### config.mk
export PLATFORM = sky130hd
export DESIGN_NAME = adc_seq_ctrl_flat
export DESIGN_NICKNAME = d
export VERILOG_FILES = /design/src/rtl/adc_seq_ctrl_if.sv /design/src/rtl/adc_seq_ctrl.sv /design/src/flat_wrapper.sv
export SDC_FILE = /design/constraint.sdc
export NUM_CORES = 1
export LEC_CHECK = 0
export ABC_CLOCK_PERIOD_IN_PS = 1900
export BUFFER_PORTS_ARGS = -buffer_cell sky130_fd_sc_hd__clkbuf_2
export CAP_MARGIN = 40
export CORE_MARGIN = 2
export CORE_UTILIZATION = 44
export CTS_CLUSTER_DIAMETER = 60
export DETAILED_ROUTE_END_ITERATION = 8
export PLACE_DENSITY = 0.65
export SLEW_MARGIN = 20
export SYNTH_ARGS = -nofsm -noshare
export SYNTH_HDL_FRONTEND = slang
export SYNTH_SLANG_ARGS = --single-unit
### constraint.sdc
create_clock -name clk -period 1.9 [get_ports clk]
set_input_delay 0.19 -clock clk [delete_from_list [all_inputs] [get_ports clk]]
set_output_delay 0.19 -clock clk [all_outputs]
set_load 0.1 [all_outputs]
### src/rtl/adc_seq_ctrl_if.sv
// rtl/adc_seq_ctrl_if.sv - trigger, ADC pin and result bundle for the ADC sequencer
interface adc_seq_ctrl_if #(
  parameter int ADC_N = 2,
  parameter int ADC_W = 12
);
  logic                   trig;
  logic                   ovr_clr;
  logic                   adc_cs_n;
  logic                   adc_sclk;
  logic                   adc_din;
  logic                   adc_dout;
  logic [ADC_N*ADC_W-1:0] adc_data;
  logic                   adc_val;
  logic                   busy;
  logic                   ovr;

  // master: PWM timer / consumer side plus the ADC's DOUT pin
  modport master (
    output trig, ovr_clr, adc_dout,
    input  adc_cs_n, adc_sclk, adc_din, adc_data, adc_val, busy, ovr
  );

  // slave: the sequencer itself
  modport slave (
    input  trig, ovr_clr, adc_dout,
    output adc_cs_n, adc_sclk, adc_din, adc_data, adc_val, busy, ovr
  );
endinterface

### src/rtl/adc_seq_ctrl.sv
// rtl/adc_seq_ctrl.sv - triggered burst sequencer for an 8-channel 12-bit SPI ADC
module adc_seq_ctrl #(
  parameter int                 ADC_N   = 2,
  parameter int                 ADC_W   = 12,
  parameter int                 CLK_DIV = 8,
  parameter logic [3*ADC_N-1:0] CH_MAP  = 6'b001_000
) (
  input logic           clk,
  input logic           rst,
  adc_seq_ctrl_if.slave bus
);

  localparam int             CW         = $clog2(CLK_DIV);
  localparam logic [CW-1:0]  DIV_LAST   = CW'(CLK_DIV - 1);
  localparam logic [3:0]     LAST_FRAME = 4'(ADC_N);

  typedef enum logic [1:0] {IDLE, SETUP, SHIFT, DONE} state_t;

  state_t                 state;
  logic [CW-1:0]          div_cnt;
  logic                   phase_hi;
  logic [3:0]             bit_idx;
  logic [3:0]             frame;
  logic [ADC_W-1:0]       sr;
  logic [ADC_N*ADC_W-1:0] shadow;

  logic                   cs_n_q;
  logic                   sclk_q;
  logic                   din_q;
  logic [ADC_N*ADC_W-1:0] data_q;
  logic                   val_q;
  logic                   busy_q;
  logic                   ovr_q;

  // ADC input address sent during frame f; the extra trailing frame re-addresses slot 0
  function automatic logic [2:0] frame_addr(input logic [3:0] f);
    logic [2:0] a;
    a = CH_MAP[2:0];
    for (int k = 0; k < ADC_N; k++) begin
      if (f == 4'(k)) a = CH_MAP[3*k +: 3];
    end
    return a;
  endfunction

  // DIN level for bit b of frame f: ADD2..ADD0 on bits 2..4, zero elsewhere
  function automatic logic din_bit(input logic [3:0] f, input logic [3:0] b);
    logic [2:0] a;
    a = frame_addr(f);
    case (b)
      4'd2:    return a[2];
      4'd3:    return a[1];
      4'd4:    return a[0];
      default: return 1'b0;
    endcase
  endfunction

  // burst FSM: CS setup, ADC_N+1 pipelined frames, then a single publish cycle
  always_ff @(posedge clk) begin
    if (rst) begin
      state    <= IDLE;
      div_cnt  <= '0;
      phase_hi <= 1'b0;
      bit_idx  <= '0;
      frame    <= '0;
      sr       <= '0;
      shadow   <= '0;
      cs_n_q   <= 1'b1;
      sclk_q   <= 1'b1;
      din_q    <= 1'b0;
      data_q   <= '0;
      val_q    <= 1'b0;
      busy_q   <= 1'b0;
      ovr_q    <= 1'b0;
    end else begin
      val_q <= 1'b0;
      // a dropped trigger overrides a simultaneous clear
      if (bus.ovr_clr) ovr_q <= 1'b0;
      if (bus.trig && state != IDLE) ovr_q <= 1'b1;

      case (state)
        IDLE: begin
          if (bus.trig) begin
            state   <= SETUP;
            cs_n_q  <= 1'b0;
            busy_q  <= 1'b1;
            div_cnt <= '0;
          end
        end

        SETUP: begin
          if (div_cnt == DIV_LAST) begin
            state    <= SHIFT;
            div_cnt  <= '0;
            phase_hi <= 1'b0;
            bit_idx  <= '0;
            frame    <= '0;
            sclk_q   <= 1'b0;
            din_q    <= din_bit(4'd0, 4'd0);
          end else begin
            div_cnt <= div_cnt + 1'b1;
          end
        end

        SHIFT: begin
          if (div_cnt != DIV_LAST) begin
            div_cnt <= div_cnt + 1'b1;
          end else begin
            div_cnt <= '0;
            if (!phase_hi) begin
              // rising SCLK: ADC drove DOUT on the previous falling edge, so it is stable here
              phase_hi <= 1'b1;
              sclk_q   <= 1'b1;
              if (bit_idx >= 4'd4) sr <= {sr[ADC_W-2:0], bus.adc_dout};
            end else begin
              phase_hi <= 1'b0;
              if (bit_idx == 4'd15) begin
                // frame f carries the result addressed in frame f-1; frame 0 is discarded
                for (int k = 0; k < ADC_N; k++) begin
                  if (frame == 4'(k + 1)) shadow[k*ADC_W +: ADC_W] <= sr;
                end
                if (frame == LAST_FRAME) begin
                  state  <= DONE;
                  cs_n_q <= 1'b1;
                  sclk_q <= 1'b1;
                  din_q  <= 1'b0;
                  val_q  <= 1'b1;
                  for (int k = 0; k < ADC_N; k++) begin
                    data_q[k*ADC_W +: ADC_W] <= (frame == 4'(k + 1)) ? sr : shadow[k*ADC_W +: ADC_W];
                  end
                end else begin
                  frame   <= frame + 4'd1;
                  bit_idx <= '0;
                  sclk_q  <= 1'b0;
                  din_q   <= din_bit(frame + 4'd1, 4'd0);
                end
              end else begin
                bit_idx <= bit_idx + 4'd1;
                sclk_q  <= 1'b0;
                din_q   <= din_bit(frame, bit_idx + 4'd1);
              end
            end
          end
        end

        DONE: begin
          state  <= IDLE;
          busy_q <= 1'b0;
        end

        default: state <= IDLE;
      endcase
    end
  end

  assign bus.adc_cs_n = cs_n_q;
  assign bus.adc_sclk = sclk_q;
  assign bus.adc_din  = din_q;
  assign bus.adc_data = data_q;
  assign bus.adc_val  = val_q;
  assign bus.busy     = busy_q;
  assign bus.ovr      = ovr_q;

endmodule

### src/flat_wrapper.sv
// flat-port wrapper written by rule: the top's interface ports become plain ports
module adc_seq_ctrl_flat 
#(
  parameter int                 ADC_N   = 2,
  parameter int                 ADC_W   = 12,
  parameter int                 CLK_DIV = 8,
  parameter logic [3*ADC_N-1:0] CH_MAP  = 6'b001_000
)
  (clk, rst, bus_trig, bus_ovr_clr, bus_adc_dout, bus_adc_cs_n, bus_adc_sclk, bus_adc_din, bus_adc_data, bus_adc_val, bus_busy, bus_ovr);
  adc_seq_ctrl_if #(.ADC_N(ADC_N), .ADC_W(ADC_W)) bus_i ();
  input logic clk;
  input logic rst;
  input wire logic [$bits(bus_i.trig)-1:0] bus_trig;
  input wire logic [$bits(bus_i.ovr_clr)-1:0] bus_ovr_clr;
  input wire logic [$bits(bus_i.adc_dout)-1:0] bus_adc_dout;
  output wire logic [$bits(bus_i.adc_cs_n)-1:0] bus_adc_cs_n;
  output wire logic [$bits(bus_i.adc_sclk)-1:0] bus_adc_sclk;
  output wire logic [$bits(bus_i.adc_din)-1:0] bus_adc_din;
  output wire logic [$bits(bus_i.adc_data)-1:0] bus_adc_data;
  output wire logic [$bits(bus_i.adc_val)-1:0] bus_adc_val;
  output wire logic [$bits(bus_i.busy)-1:0] bus_busy;
  output wire logic [$bits(bus_i.ovr)-1:0] bus_ovr;
  assign bus_i.trig = bus_trig;
  assign bus_i.ovr_clr = bus_ovr_clr;
  assign bus_i.adc_dout = bus_adc_dout;
  assign bus_adc_cs_n = bus_i.adc_cs_n;
  assign bus_adc_sclk = bus_i.adc_sclk;
  assign bus_adc_din = bus_i.adc_din;
  assign bus_adc_data = bus_i.adc_data;
  assign bus_adc_val = bus_i.adc_val;
  assign bus_busy = bus_i.busy;
  assign bus_ovr = bus_i.ovr;
  adc_seq_ctrl #(.ADC_N(ADC_N), .ADC_W(ADC_W), .CLK_DIV(CLK_DIV), .CH_MAP(CH_MAP)) u_core (.clk(clk), .rst(rst), .bus(bus_i));
endmodule
### Word level (Yosys, flattened, before mapping)

Index checks and enable logic that the tools add are counted.
W data, S select, Z words.

| cells by class | value |
|---|---|
| add/subtract/negate cells | 3 |
| $mul | 0 |
| divide/modulo/power cells | 0 |
| $lt $le $gt $ge | 1 |
| equal/unequal tests | 19 |
| shifts and indexed selects | 0 |
| mux-type cells | 48 |
| bitwise gates (word level) | 3 |
| reductions and logical operators | 20 |

Operators by type and width:

| operator | count |
|---|---|
| $mux W4 | 9 |
| $mux W1 | 19 |
| $reduce_and A6 Y1 | 3 |
| $pmux W4 S2 | 2 |
| $eq A4 B2 Y1 const B | 3 |
| $mux W12 | 1 |
| $mux W2 | 6 |
| $reduce_and A4 Y1 | 3 |
| $pmux W1 S2 | 5 |
| $reduce_and A5 Y1 | 2 |
| $reduce_bool A2 Y1 | 5 |
| $mux W3 | 3 |
| $pmux W3 S3 | 1 |
| $add A4 B1 Y4 const B | 2 |
| $ne A2 B1 Y1 const B | 4 |
| $pmux W2 S4 | 1 |
| $ne A2 B2 Y1 const B | 3 |
| $ne A3 B3 Y1 const B | 2 |
| $eq A2 B2 Y1 const B | 2 |
| $eq A4 B1 Y1 const B | 1 |
| $eq A4 B3 Y1 const B | 1 |
| $eq A4 B4 Y1 const B | 1 |
| $ge A4 B3 Y1 const B | 1 |
| $reduce_and A2 Y1 | 2 |
| 10 further kinds | 12 |

| storage, ports and cells | value |
|---|---|
| register bits after elaboration | 68 |
| bits in latches | 0 |
| RAM bits | 0 |
| memory bits (read-only) | 0 |
| input port bits | 5 |
| word-level logic and storage cells | 108 |
| memories | 0 |

### Longest topological paths before layout

| logic depth | value |
|---|---|
| depth in word-level cells | 7 |
| mapped depth | 9 |
| gate-level depth less buffers | 6 |

### Worst setup path before layout

No wires, ideal clock.

| timing | value |
|---|---|
| path kind | register to register |
| start point | register u_core.state[0] |
| end point | register u_core.frame[3] |
| library setup time | 0.076 ns |
| data arrival time | 1.726 ns |
| required time | 1.824 ns |
| path slack | 0.098 ns |
| cell stages (with the launch flop) | 8 |
| buffers on the path | 1 |
| path through | dfxtp_1 -> inv_1 -> ha_1 -> buf_4 -> mux2i_1 -> nand2b_1 -> or4_1 -> a21boi_0 |

| between the ends | value |
|---|---|
| longest elaborated chain between the ends | 3 |
| elaborated cells on any way between the ends | 10 |
| classes of those cells | 7 x eq/ne; 1 x mux; 2 x reduce/logical |

Ends and longest elaborated chain:

| item | line | RTL |
|---|---|---|
| from (decl) | adc_seq_ctrl.sv:19 | `state_t state;` |
| from (signal assigned) | adc_seq_ctrl.sv:60 | `state <= IDLE;` |
| from (signal assigned) | adc_seq_ctrl.sv:83 | `state <= SETUP;` |
| from (signal assigned) | adc_seq_ctrl.sv:92 | `state <= SHIFT;` |
| $eq A2 B2 Y1 or $eq A2 B1 Y1 (tied branches) | - |  |
| $ne A2 B1 Y1 (no line) (tied with other cells) | - |  |
| $reduce_and A6 Y1 (no line) | - |  |
| to (signal assigned) | adc_seq_ctrl.sv:131 | `frame <= frame + 4'd1;` |
| to (decl) | adc_seq_ctrl.sv:23 | `logic [3:0] frame;` |

Several ways; a longest one is shown, not always the timed one.
A chain may end at the register's enable or synchronous reset.

### Final worst setup path

| timing | value |
|---|---|
| start point | register u_core.frame[0] |
| end point | register u_core.data_q[21] (netlist: u_core.bus.adc_data[21]) |

| between the ends | value |
|---|---|
| longest elaborated chain between the ends | 2 |

Ends and longest elaborated chain:

| item | line | RTL |
|---|---|---|
| $eq A4 B2 Y1 | adc_seq_ctrl.sv:121, adc_seq_ctrl.sv:128 |  |
| $reduce_and A5 Y1 (no line) | - |  |
| to (signal, indexed assignment) | adc_seq_ctrl.sv:128 | `data_q[k*ADC_W +: ADC_W] <= (frame == 4'(k + 1)) ? sr : shadow[k*ADC_W +: ADC_W];` |
| to (decl) | adc_seq_ctrl.sv:30 | `logic [ADC_N*ADC_W-1:0] data_q;` |

No other way between the ends.

==> reports/metrics.cfg <==
[run_status]
outcome = complete, no violations

[run]
maxCapViolCount = 0

[layout]
diodes = 0
final_common_cell = dfxtp_1
seq_area_mm2 = 0.00136
final_cell_area_mm2 = 0.00375
multiInputGateArea_mm2 = 0.00162
area_delta_synth_final_pct = 21.6
drive_gt1_share_pct = 27.6
fin_nets = 383
final_cell_mix = 67 x dfxtp_1, 63 x nor2_1, 53 x mux2i_1
fillCellCount = 624
instances_no_fill = 466

[timing]
period_share_pct = 95.3
fin_crit_ns = 1.81
final_max_slew_viol_count = 0
slew-limit-headroom_pct = 63.9
fmax_mhz = 552
timing.hold.ws_ns = 0.108
fin_skew_ns = 0.00660
worst_pin_slew_ns = 0.543
setup_viol = 0
hold_viol_final = 0

[hold_path]
hp-class = in -> reg

[synth]
synth_area_leaders = dfxtp_1 44%, mux2i_1 17%, nor2_1 7.7%
synth_flop_cell = dfxtp_1
synth_top_area_share_pct = 44.1
synth_top_area_cell = dfxtp_1
synth_cell_types = 47
synth_cells = 312
syn_nets = 330
async_flop_share_pct = 0
ys_warn_count = 0
avgSynthCellArea_um2 = 9.89
synth.cell_area_mm2 = 0.00309
yosysSeqAreaShare_pct = 44.1
synth_edf_count = 0
ys_seq_elements = 68

[placement]
post-place-cells = 444
gp_congestion = 0.853
io_buffers = 34
dp_hpwl_mm = 4.05
placed_area_mm2 = 0.00345

[grt]
grt_max_degree = 40
grt_pass1_wl_mm = 9.96
grt-ovfl-total = 0
grt_usage_pct = 16.5
grt_pass1_vias = 2124
antenna_found_initial = 0

[setup_path]
rrSetupSlack_ns = 0.09
critical_path.max_fanout = 9
cp.arrival_ns = 2.03
critPathLaunchType = flop
cp.required_ns = 2.12
crit_type = reg -> reg
endpoint_kind = flop

[pwr]
power_frac_clock_pct = 30.3
swShare_pct = 35.0
power.total_mw = 3.49
power_switching_mw = 1.22
p_leak_nw = 1.39
powerDensity_mw_per_mm2 = 928
combPwrFrac_pct = 25.8
seqPwrFrac_pct = 43.9
ir_drop_v = 0.000684
intPower_mw = 2.27

[detailed_routing]
wl_mm = 6.25
num_vias = 2330
route.detailed.drc = 0
drtPass1Iterations = 4
vias_per_cell = 5.00
ant_nets = 0
wire_per_inst_um = 13.4
dr.first_iter.drc_count = 88

[cts]
clk_path_buf_depth = 2
cts_tree = yes
clk_latency_ns = 0.34
cts_sinks = 68
cts_max_level = 3
root_buffer = clkbuf_8
cts_inserted_buffers = 9
cts-hold-fix-buffers = 0
clkTransAtPathRegs_ns = 0.08

[die]
ios = 35
die_w_um = 87.8
fp.dieH_um = 87.8
core-area_mm2 = 0.00679
dieArea_mm2 = 0.00770
row_count = 30
start_util_pct = 45.4

[layer usage]
metal	part of all wire, %	wire (um)	track usage (%)
met1	51	3200	23.6
met2	44	2730	23.6
met3	3.7	233	4.34
met4	1.3	82	6.43
met5	0	0	0
[worst paths after layout]
kind / startpoint / endpoint / cells past startpoint
max: u_core.frame[0]$_SDFFE_PP0P_ / u_core.bus.adc_data[21]$_SDFFE_PP0P_ / 8
min reg2reg: u_core.bus.adc_din$_SDFFE_PP0P_ / u_core.bus.adc_din$_SDFFE_PP0P_ / 2
max reg2reg: u_core.frame[0]$_SDFFE_PP0P_ / u_core.bus.adc_data[21]$_SDFFE_PP0P_ / 8
min: bus_adc_dout / u_core.sr[0]$_SDFFE_PP0P_ / 3
[registers in the layout (all words and copies together), names as in the netlist]
signal,cells
u_core.bit_idx,4
u_core.bus.adc_cs_n,1
u_core.bus.adc_data,24
u_core.bus.adc_din,1
u_core.bus.adc_sclk,1
u_core.bus.adc_val,1
u_core.bus.busy,1
u_core.bus.ovr,1
u_core.div_cnt,3
u_core.frame,4
u_core.phase_hi,1
u_core.shadow,12
u_core.sr,12
u_core.state,2
[worst max-delay path, cell delays in order, from the launching register on]
cell and delay (ns):
dfxtp_1 0.32, inv_2 0.06, ha_2 0.17, or3b_4 0.41
nor3_4 0.19, buf_12 0.15, buf_12 0.13, mux2i_1 0.20
nor2_1 0.05
[cells by family (layout without fill, tap and decap cells)]
kind of cell    after synthesis  count (layout)  synth area share (%)
compound gates               41              41                  11.3
xor+xnor                      2               2                 0.568
fa+ha+maj                    13              13                  5.27
buf+inv                      27              85                  4.95
flops                        68              68                  44.1
mux                          54              54                  17.6
simple gates                107             107                  16.3
[cell type report]
class | instances | area share, %
clock inverters | 7 | 1.40
clock buffers | 9 | 3.30
repair buffers | 61 | 12.0
multi-input cells | 217 | 43.1
well taps | 96 | 3.20
flip-flops and latches | 68 | 36.3
inverters | 8 | 0.800
[metrics by stage]
stage,setup TNS (ns),setup WS [ns],utilization (%)
after global placement,0,0.0947,50.8
final,0,0.0889,55.3
after global routing,-0.0398,-0.0182,55.3
after CTS,-0.00431,-0.00431,53.4
after floorplan,0,0.0985,-
after detailed placement,0,0.0120,50.8
[timing repair]
item                       in CTS  in global routing
gates resized for setup         0                 10
pin swaps                       0                  2
cloned                          0                  2
setup buffers                   0                  4
setup endpoints to repair       1                 36
[cells in the mapped netlist, types with 2 or more instances]
cell,count
nand4_1,4
nand3_1,6
buf_4,4
clkbuf_1,7
buf_6,3
nor3b_2,2
a211oi_2,12
inv_1,7
dfxtp_1,68
o31ai_1,2
a22oi_1,4
o21a_1,3
a21oi_1,5
nor2_1,63
or3_1,2
nor3b_1,2
mux2i_1,53
buf_1,2
nand2_1,12
nand2b_1,6
nor3_1,2
ha_1,13
o21ai_0,6
[power groups by stage]
stage | Clock [mW] | Sequential, mW | Combinational [mW]
after floorplan | 0 | 1.74 | 0.495
after global placement | 0 | 1.56 | 0.882
after detailed placement | 0 | 1.56 | 0.882
after CTS | 1.08 | 1.53 | 0.888
after global routing | 1.15 | 1.54 | 0.975
final | 1.06 | 1.53 | 0.898
Power figures use the tool's default switching activity.
